--- config.mk ---
export PLATFORM = sky130hd
export DESIGN_NAME = seven_seg_display_flat
export DESIGN_NICKNAME = d
export VERILOG_FILES = /design/src/rtl/seven_seg_display_if.sv /design/src/rtl/seven_seg_display.sv /design/src/flat_wrapper.sv
export SDC_FILE = /design/constraint.sdc
export NUM_CORES = 1
export LEC_CHECK = 0
export ABC_AREA = 1
export BUFFER_PORTS_ARGS = -buffer_cell sky130_fd_sc_hd__buf_2
export CORE_ASPECT_RATIO = 0.7
export CORE_MARGIN = 2
export CORE_UTILIZATION = 46
export DETAILED_ROUTE_END_ITERATION = 7
export PLACE_DENSITY = 0.71
export SKIP_LAST_GASP = 1
export SLEW_MARGIN = 20
export SYNTH_ARGS = -nofsm -noshare
export SYNTH_HDL_FRONTEND = slang
export SYNTH_SLANG_ARGS = --single-unit
export TNS_END_PERCENT = 20
--- constraint.sdc ---
create_clock -name clk -period 1.7 [get_ports clk]
set_input_delay 0.17 -clock clk [delete_from_list [all_inputs] [get_ports clk]]
set_output_delay 0.17 -clock clk [all_outputs]
set_load 0.03 [all_outputs]
--- src/rtl/seven_seg_display_if.sv ---
`default_nettype none
// ============================================================================
// Module      : seven_seg_display_if
// Description : Bundle of the BCD digit inputs, adjust/blink controls and the
//               active-low display pin outputs exchanged between the
//               stopwatch side (master) and the display driver (slave).
//               Signals:
//                 sec_one/sec_ten/min_one/min_ten : BCD digits to display
//                 adj : adjust mode, enables blinking
//                 sel : blink target, 1 = seconds pair, 0 = minutes pair
//                 seg : segment cathodes {g,f,e,d,c,b,a}, active-low
//                 dp  : decimal point, active-low
//                 an  : digit anodes, active-low, an[0] = sec_one
// Revision    : 1.0 - initial release
// ============================================================================
interface seven_seg_display_if;
    logic [3:0] sec_one;
    logic [3:0] sec_ten;
    logic [3:0] min_one;
    logic [3:0] min_ten;
    logic       adj;
    logic       sel;
    logic [6:0] seg;
    logic       dp;
    logic [3:0] an;

    modport master (
        output sec_one, sec_ten, min_one, min_ten, adj, sel,
        input  seg, dp, an
    );

    modport slave (
        input  sec_one, sec_ten, min_one, min_ten, adj, sel,
        output seg, dp, an
    );
endinterface
`default_nettype wire

--- src/rtl/seven_seg_display.sv ---
`default_nettype none
// ============================================================================
// Module      : seven_seg_display
// Description : 4-digit common-anode time-multiplexed seven-segment driver.
//               Each digit is lit for REFRESH_DIV cycles; the four BCD inputs
//               are snapshotted once per scan frame so a frame never tears.
//               In adjust mode the selected digit pair blinks with a
//               half-period of BLINK_DIV cycles. All outputs are registered.
//               Ports:
//                 clk : system clock
//                 rst : synchronous active-high reset
//                 bus : seven_seg_display_if.slave (digits, adj, sel in;
//                       seg, dp, an out)
// Revision    : 1.0 - initial release
// ============================================================================
module seven_seg_display #(
    parameter int REFRESH_DIV = 100000,
    parameter int BLINK_DIV   = 25000000
) (
    input  logic                 clk,
    input  logic                 rst,
    seven_seg_display_if.slave   bus
);

    localparam int c_refresh_w = $clog2(REFRESH_DIV);
    localparam int c_blink_w   = $clog2(BLINK_DIV);
    localparam logic [c_refresh_w-1:0] c_refresh_last = c_refresh_w'(REFRESH_DIV - 1);
    localparam logic [c_blink_w-1:0]   c_blink_last   = c_blink_w'(BLINK_DIV - 1);
    localparam logic [6:0]             c_seg_blank    = 7'h7F;

    logic [c_refresh_w-1:0] r_refresh_cnt;
    logic [c_blink_w-1:0]   r_blink_cnt;
    logic                   r_blink_vis;
    logic [1:0]             r_idx;
    logic [3:0]             r_snap [4];
    logic [6:0]             r_seg;
    logic                   r_dp;
    logic [3:0]             r_an;

    logic                   w_refresh_tc;
    logic                   w_blink_tc;
    logic                   w_blank;
    logic [3:0]             w_digit;

    // Active-low decode; non-BCD codes are shown blank.
    function automatic logic [6:0] decode(input logic [3:0] d);
        logic [6:0] s;
        case (d)
            4'd0:    s = 7'h40;
            4'd1:    s = 7'h79;
            4'd2:    s = 7'h24;
            4'd3:    s = 7'h30;
            4'd4:    s = 7'h19;
            4'd5:    s = 7'h12;
            4'd6:    s = 7'h02;
            4'd7:    s = 7'h78;
            4'd8:    s = 7'h00;
            4'd9:    s = 7'h10;
            default: s = c_seg_blank;
        endcase
        return s;
    endfunction

    assign w_refresh_tc = (r_refresh_cnt == c_refresh_last);
    assign w_blink_tc   = (r_blink_cnt == c_blink_last);
    assign w_digit      = r_snap[r_idx];

    // sel=1 targets the seconds pair (idx 0,1), sel=0 the minutes pair (idx 2,3).
    // adj/sel are used live so mode changes take effect on the next output update.
    assign w_blank = bus.adj && !r_blink_vis && (bus.sel ? !r_idx[1] : r_idx[1]);

    always_ff @(posedge clk) begin
        if (rst) begin
            r_refresh_cnt <= '0;
            r_blink_cnt   <= '0;
            r_blink_vis   <= 1'b1;
            r_idx         <= 2'd0;
            r_snap[0]     <= 4'd0;
            r_snap[1]     <= 4'd0;
            r_snap[2]     <= 4'd0;
            r_snap[3]     <= 4'd0;
            r_an          <= 4'b1111;
            r_seg         <= c_seg_blank;
            r_dp          <= 1'b1;
        end else begin
            if (w_refresh_tc) begin
                r_refresh_cnt <= '0;
                r_idx         <= r_idx + 2'd1;
                // Frame boundary: new digits are first shown in the idx 0 slot.
                if (r_idx == 2'd3) begin
                    r_snap[0] <= bus.sec_one;
                    r_snap[1] <= bus.sec_ten;
                    r_snap[2] <= bus.min_one;
                    r_snap[3] <= bus.min_ten;
                end
            end else begin
                r_refresh_cnt <= r_refresh_cnt + 1'b1;
            end

            if (w_blink_tc) begin
                r_blink_cnt <= '0;
                r_blink_vis <= ~r_blink_vis;
            end else begin
                r_blink_cnt <= r_blink_cnt + 1'b1;
            end

            r_an  <= ~(4'b0001 << r_idx);
            r_seg <= w_blank ? c_seg_blank : decode(w_digit);
            // Separator after the minutes digits; suppressed while that digit blinks off.
            r_dp  <= !((r_idx == 2'd2) && !w_blank);
        end
    end

    assign bus.seg = r_seg;
    assign bus.dp  = r_dp;
    assign bus.an  = r_an;

endmodule
`default_nettype wire

--- src/flat_wrapper.sv ---
// flat-port wrapper written by rule: the top's interface ports become plain ports
module seven_seg_display_flat 
#(
    parameter int REFRESH_DIV = 100000,
    parameter int BLINK_DIV   = 25000000
)
  (clk, rst, bus_sec_one, bus_sec_ten, bus_min_one, bus_min_ten, bus_adj, bus_sel, bus_seg, bus_dp, bus_an);
  seven_seg_display_if bus_i ();
  input  logic clk;
  input  logic rst;
  input wire logic [$bits(bus_i.sec_one)-1:0] bus_sec_one;
  input wire logic [$bits(bus_i.sec_ten)-1:0] bus_sec_ten;
  input wire logic [$bits(bus_i.min_one)-1:0] bus_min_one;
  input wire logic [$bits(bus_i.min_ten)-1:0] bus_min_ten;
  input wire logic [$bits(bus_i.adj)-1:0] bus_adj;
  input wire logic [$bits(bus_i.sel)-1:0] bus_sel;
  output wire logic [$bits(bus_i.seg)-1:0] bus_seg;
  output wire logic [$bits(bus_i.dp)-1:0] bus_dp;
  output wire logic [$bits(bus_i.an)-1:0] bus_an;
  assign bus_i.sec_one = bus_sec_one;
  assign bus_i.sec_ten = bus_sec_ten;
  assign bus_i.min_one = bus_min_one;
  assign bus_i.min_ten = bus_min_ten;
  assign bus_i.adj = bus_adj;
  assign bus_i.sel = bus_sel;
  assign bus_seg = bus_i.seg;
  assign bus_dp = bus_i.dp;
  assign bus_an = bus_i.an;
  seven_seg_display #(.REFRESH_DIV(REFRESH_DIV), .BLINK_DIV(BLINK_DIV)) u_core (.clk(clk), .rst(rst), .bus(bus_i));
endmodule
==> results.toml, run 1 <==
[run_status]
outcome = "finished clean"

[critical_path]
crit_buf_inv = 1
max_stage_delay_ns = 0.37
worstSetupPathType = "register to register"
endpoint_kind = "register"
critPathArrivalTime_ns = 1.66
crit_chain = "ha_4 > nand2_2 > nor2_4 > nand4_2 > nor2_4 > nand2_1 > nand2_2 > clkbuf_16"
critPathMaxFanout = 8
crit_path_start_kind = "register"
critPathSlowestCell = "dfxtp_2"
crit_required_ns = 1.76
cpLargestDelayFamily = "simple AND/OR/NAND/NOR gates"

[flow_run]
maxCapViolCount = 0

[die]
placementRows = 27
coreArea_sq_um = 7905
die_h_um = 79.74
die_w_um = 112.2
initial_utilization_pct = 47.69
io_pins = 32
die_area_sq_um = 8947

[sta]
tns_ns = 0
hold_violations = 0
setup_viol = 0
drv_slew = 0
fin_crit_sh_pct = 94.44
finClkSkew_ns = 0.008337
relSlewSlack_pct = 67.94
timing.final.crit_period_ns = 1.605
hold_ws_ns = 0.1333
tightest_slew_ns = 0.4804
rsz0062_at_grt = "true"
fmax_mhz = 622.9

[grt]
grt_pass1_wl_mm = 12.36
first_global_vias = 2848
grt-ovfl-total = 0
grt_max_degree = 26
grt_use_total_pct = 17.34
antenna_found_initial = 0

[finish]
regArea_sq_um = 1668
finalNetCount = 582
fillers = 747
drive_gt1_share_pct = 16.91
antenna_cells = 0
final_util_pct = 56.46
syn_to_final_growth_pct = 18.39
multi_input_comb_area_sq_um = 1814

[placed_design]
place_congestion = 0.8563
port_buffers = 31
dp_hpwl_mm = 5.203

[min_path]
worstHoldPathType = "primary input to register"

[logic_synthesis]
synth_edf_count = 16
ys.warnings.count = 0
synth_most_common_cell = "nand2_1"
ys_async_sr_fraction_pct = 0
synthTopCellsByArea = "dfxtp_1, nand2_1, edfxtp_1"
ys_top_cells_by_count = "nand2_1, nor2_1, inv_1, dfxtp_1, nand3_1"
synthesis.nets = 534
ys.flop_type = "dfxtp_1"
netlist_instances = 503
yosysUniqueCellTypes = 31
netlist_area_sq_um = 3770
synth_top_area_share_pct = 31.33
yosysTopAreaCell = "dfxtp_1"
yosysSeqAreaShare_pct = 44.08
synth_area_per_cell_sq_um = 7.495
yosys_register_bits = 75

[power]
p_clk_share_pct = 47.0
power.internal_w = 0.003064
p_per_area_nw_per_um2 = 883.0
power_switching_w = 0.0008765
power_w = 0.003941
switching_share_pct = 22.24
p_seq_share_pct = 47.7
p_leak_nw = 1.721
combPwrFrac_pct = 5.3
ir_worst_vdd_mv = 0.8945

[clocking]
clkTransAtPathRegs_ns = 0.06
clkLatencyLatePin_ns = 0.34
htreeDepth = 3
cts_tree = "built"
clock_sinks = 75
cts_hold_buf = 0
root_buffer = "clkbuf_16"
cts_buffers = 9
clockBufferDepth = 2

[route]
route.detailed.drc = 0
ant_nets = 0
post_drt_wl_per_cell_um = 10.84
first_pass_iters = 4
vias = 3122
finalWirelength_mm = 7.119
viasPerCell = 4.752
drt_iter0_markers = 111
stage by stage:
| step | cell area [sq um] | cells | worst slack [ns] |
|---|---|---|---|
| finish | 4463 | 657 | 0.09456 |
| global route | 4463 | 657 | -0.03687 |
| CTS | 4408 | 655 | 0.06143 |
| detailed placement | 4108 | 639 | -0.04533 |
| global placement | 4108 | 639 | -0.003621 |
| floorplan | 3772 | 503 | 0.08138 |
area by class of cell:
cell class,instances,area share [%]
flip-flops and latches,75,37.37
repair buffers,44,6.897
well taps,101,2.832
multi-input cells,355,40.65
clock inverters,4,0.7009
inverters,66,5.551
clock buffers,12,5.999
registers in the layout (all words and copies together) (netlist names), named ones only:
name                  cells
u_core.r_snap            16
u_core.r_blink_vis        1
u_core.r_idx              2
u_core.bus.dp             1
u_core.bus.an             4
u_core.r_refresh_cnt     17
u_core.r_blink_cnt       25
u_core.bus.seg            7
cell families (layout without fill, tap and decap cells):
logic type / after synthesis / after routing / share of synthesized area (%)
AO/OA/AOI/OAI: 26 / 26 / 3.817
XOR/XNOR: 17 / 17 / 3.949
adder cells (fa/ha/maj): 11 / 11 / 3.651
buffers and inverters: 73 / 126 / 8.330
flip-flops: 75 / 75 / 44.08
AND/OR/NAND/NOR: 301 / 301 / 36.18
worst register-to-register path: cells and delay by family (launching register included):
family                     cells  cell delay, ns
adders and majority gates      1            0.14
buffers and inverters          1            0.17
and+or+nand+nor                6            0.64
DFF                            1            0.37
routing by layer:
metal / track usage [%] / vias to the layer above / part of all wire (%)
met5: 0 / - / 0
met1: 22.67 / 1389 / 50
met2: 26.63 / 47 / 44
met4: 6.098 / 0 / 0.98
li1: - / 1678 / -
met3: 6.302 / 8 / 5.2
worst paths after layout:
path                                  endpoint  slack [ns]                          startpoint  depth (start not counted)
max          u_core.r_snap[2][2]$_SDFFCE_PN0P_        0.09  u_core.r_refresh_cnt[0]$_SDFF_PP0_                          8
min                   u_core.bus.dp$_SDFF_PP1_        0.13                             bus_adj                          3
max reg2reg  u_core.r_snap[2][2]$_SDFFCE_PN0P_        0.09  u_core.r_refresh_cnt[0]$_SDFF_PP0_                          8
min reg2reg   u_core.r_blink_cnt[0]$_SDFF_PP0_        0.46    u_core.r_blink_cnt[0]$_SDFF_PP0_                          1
power by group through the flow:
| stage | Combinational, W | Sequential (W) | Clock, W |
|---|---|---|---|
| global placement | 0.000198 | 0.00191 | 0 |
| finish | 0.000210 | 0.00188 | 0.00185 |
| CTS | 0.000202 | 0.00188 | 0.00190 |
| global route | 0.000235 | 0.00188 | 0.00197 |
| floorplan | 0.000105 | 0.00194 | 0 |
| detailed placement | 0.000201 | 0.00192 | 0 |
placed cells by master (no fill, tap or decap), types with 4 or more instances in the layout:
cell	netlist	final
a21oi_1	15	15
buf_2	1	31
buf_4	2	9
clkbuf_16	0	11
dfxtp_1	59	56
edfxtp_1	16	16
ha_1	11	10
inv_1	64	64
nand2_1	134	132
nand2_2	4	6
nand3_1	40	40
nand4_1	9	9
nor2_1	88	87
nor2_2	3	4
nor2_4	12	12
o21ai_0	6	6
xnor2_1	6	6
xor2_1	11	11
what timing repair did:
action                                  in CTS  in global routing
pin swaps                                    0                  2
setup buffers                                0                  1
resized for setup                            1                  7
gates cloned                                 0                  1
endpoints found under the setup margin       2                 46
No activity file was read; power rests on OpenSTA's default activity.
==> run 2, diff against run 1 <==
--- a/config.mk
+++ b/config.mk
@@ -11,6 +11,7 @@
 export CORE_MARGIN = 2
 export CORE_UTILIZATION = 46
 export DETAILED_ROUTE_END_ITERATION = 7
+export MAX_ROUTING_LAYER = met4
 export PLACE_DENSITY = 0.71
 export SKIP_LAST_GASP = 1
 export SLEW_MARGIN = 20
==> constraint.sdc (replaced) <==
create_clock -name clk -period 1.4 [get_ports clk]
set_input_delay 0.14 -clock clk [delete_from_list [all_inputs] [get_ports clk]]
set_output_delay 0.14 -clock clk [all_outputs]
set_load 0.03 [all_outputs]
==> run 2 against run 1 <==
The run now ends with negative setup slack left. Routed wire length is 32% higher. Sequential share of layout area shrank 4.8 points. Sequential power rose by 22%. Fmax up 11%. Non-clock buffer count rose by 54. Final cell count rose by 8.2%. Die area is the same.
==> results.toml, run 2 (synthesis results as in run 1) <==
[finish]
mostFrequentLayoutCells = "nand2_1, nor2_1, inv_1"
reg_top3 = "u_core.r_blink_cnt (25), u_core.r_refresh_cnt (17), u_core.r_snap (16)"
antenna_cells = 0
top_register = "u_core.r_blink_cnt"
final_common_cell = "nand2_1"
largest_reg_flops = 25
final_cell_area_sq_um = 5146
finalNetCount = 636
drive_gt1_share_pct = 31.97
syn_to_final_growth_pct = 36.51

[grt]
grt_max_degree = 26
grt_use_total_pct = 20.65
grt_pass1_wl_mm = 14.23
grt-ovfl-total = 0
first_global_vias = 3194
antenna_found_initial = 0

[route]
route.detailed.drc = 0
finalWirelength_mm = 9.379
post_drt_wl_per_cell_um = 13.19
vias = 3528
ant_nets = 0
drt_iter0_markers = 199
first_pass_iters = 5
viasPerCell = 4.962

[run_status]
outcome = "finished with violations"
violations = "negative setup slack"

[flow_run]
maxCapViolCount = 0

[die]
placementRows = 27
die_w_um = 112.2
die_h_um = 79.74
coreArea_sq_um = 7905
die_area_sq_um = 8947
initial_utilization_pct = 47.69
io_pins = 32

[placed_design]
post_dp_cell_area_sq_um = 4498
dp_hpwl_mm = 6.224
place_congestion = 0.8466
port_buffers = 31

[critical_path]
critPathArrivalTime_ns = 1.48
critPathMaxFanout = 16
crit_required_ns = 1.44
worstSetupPathType = "register to register"
endpoint_kind = "register"
crit_path_start_kind = "register"

[clocking]
clockBufferDepth = 2
root_buffer = "clkbuf_16"
clock_sinks = 75
cts_hold_buf = 0
clkTransAtPathRegs_ns = 0.06
cts_buffers = 9
clkLatencyLatePin_ns = 0.34
cts_tree = "built"
htreeDepth = 3

[sta]
hold_violations = 0
worst_slack_ns = -0.04317
fin_crit_sh_pct = 103.1
setup_viol = 37
tightest_slew_ns = 0.3319
timing.final.crit_period_ns = 1.443
fmax_mhz = 692.9
rsz0062_at_grt = "true"
tns_ns = -0.9725
drv_slew = 0
relSlewSlack_pct = 77.79
finClkSkew_ns = 0.006480

[power]
power_w = 0.005076
p_leak_nw = 2.038
p_per_area_nw_per_um2 = 986.3
ir_worst_vdd_mv = 0.8128

[min_path]
worstHoldPathType = "primary input to register"
run 2: cell types whose count changed in the layout (fill, tap and decap cells not counted), moves of 6 or more:
| cell | delta |
|---|---|
| buf_4 | +52 |
| dfxtp_1 | -6 |
| dfxtp_2 | +6 |
| nand2_1 | -6 |
| nor2_1 | -22 |
| nor2_2 | +9 |
| nor2_4 | +13 |
run 2: layer usage:
metal,up-vias,wire (um),track usage (%)
li1,1770,-,-
met1,1652,4254,25.78
met2,91,4514,32.47
met3,15,484,6.606
met4,0,126,6.098
met5,-,0,-
run 2: worst paths after layout:
kind / start / endpoint / slack, ns / cells after the start
setup / recovery: u_core.r_refresh_cnt[1]$_SDFF_PP0_ / u_core.r_snap[3][0]$_SDFFCE_PN0P_ / -0.04 / 7
setup reg to reg: u_core.r_refresh_cnt[1]$_SDFF_PP0_ / u_core.r_snap[3][0]$_SDFFCE_PN0P_ / -0.04 / 7
hold / removal: bus_sec_ten[3] / u_core.r_snap[1][3]$_SDFFCE_PN0P_ / 0.10 / 3
hold reg to reg: u_core.r_blink_vis$_SDFFE_PP1N_ / u_core.r_blink_vis$_SDFFE_PP1N_ / 0.46 / 2
run 2: power by group:
| group | total, W | switching, W | internal (W) |
|---|---|---|---|
| combinational | 0.000333 | 0.000189 | 0.000145 |
| sequential | 0.00229 | 0.0000274 | 0.00226 |
| clock | 0.00245 | 0.000890 | 0.00156 |
run 2: through the flow:
step                      instances  setup WS [ns]  hold slack (ns)  util, %
after floorplan                 503       -0.04695           0.3358        -
after global placement          688       -0.09340           0.4365    56.90
after detailed placement        688        -0.1097           0.4411    56.90
after CTS                       705       -0.06993          0.09241    61.27
after global routing            711        -0.1472          0.09411    65.10
final                           711       -0.04317           0.1004    65.10
run 2: cell type report:
class / instances / area, sq um
clock buffer: 10 / 229.0
clock inverter: 6 / 88.84
fill: 649 / 2759
inverter: 66 / 247.7
multi-input combinational: 355 / 2044
sequential: 75 / 1675
tap: 101 / 126.4
timing repair buffer: 98 / 734.5
run 2: critical path: stages, from the launching register on:
cell and delay (ns):
dfxtp_2 0.35, ha_4 0.14, nand2_2 0.06, nor2_4 0.09, nand4_2 0.10, nor2_4 0.15, nand2_2 0.11, nand2_8 0.14
run 2: timing repair:
| item | CTS | global route |
|---|---|---|
| endpoints found under the setup margin | 66 | 86 |
| buffers inserted | 1 | 3 |
| cloned | 0 | 3 |
| resized for setup | 6 | 62 |
| pin swaps | 1 | 16 |
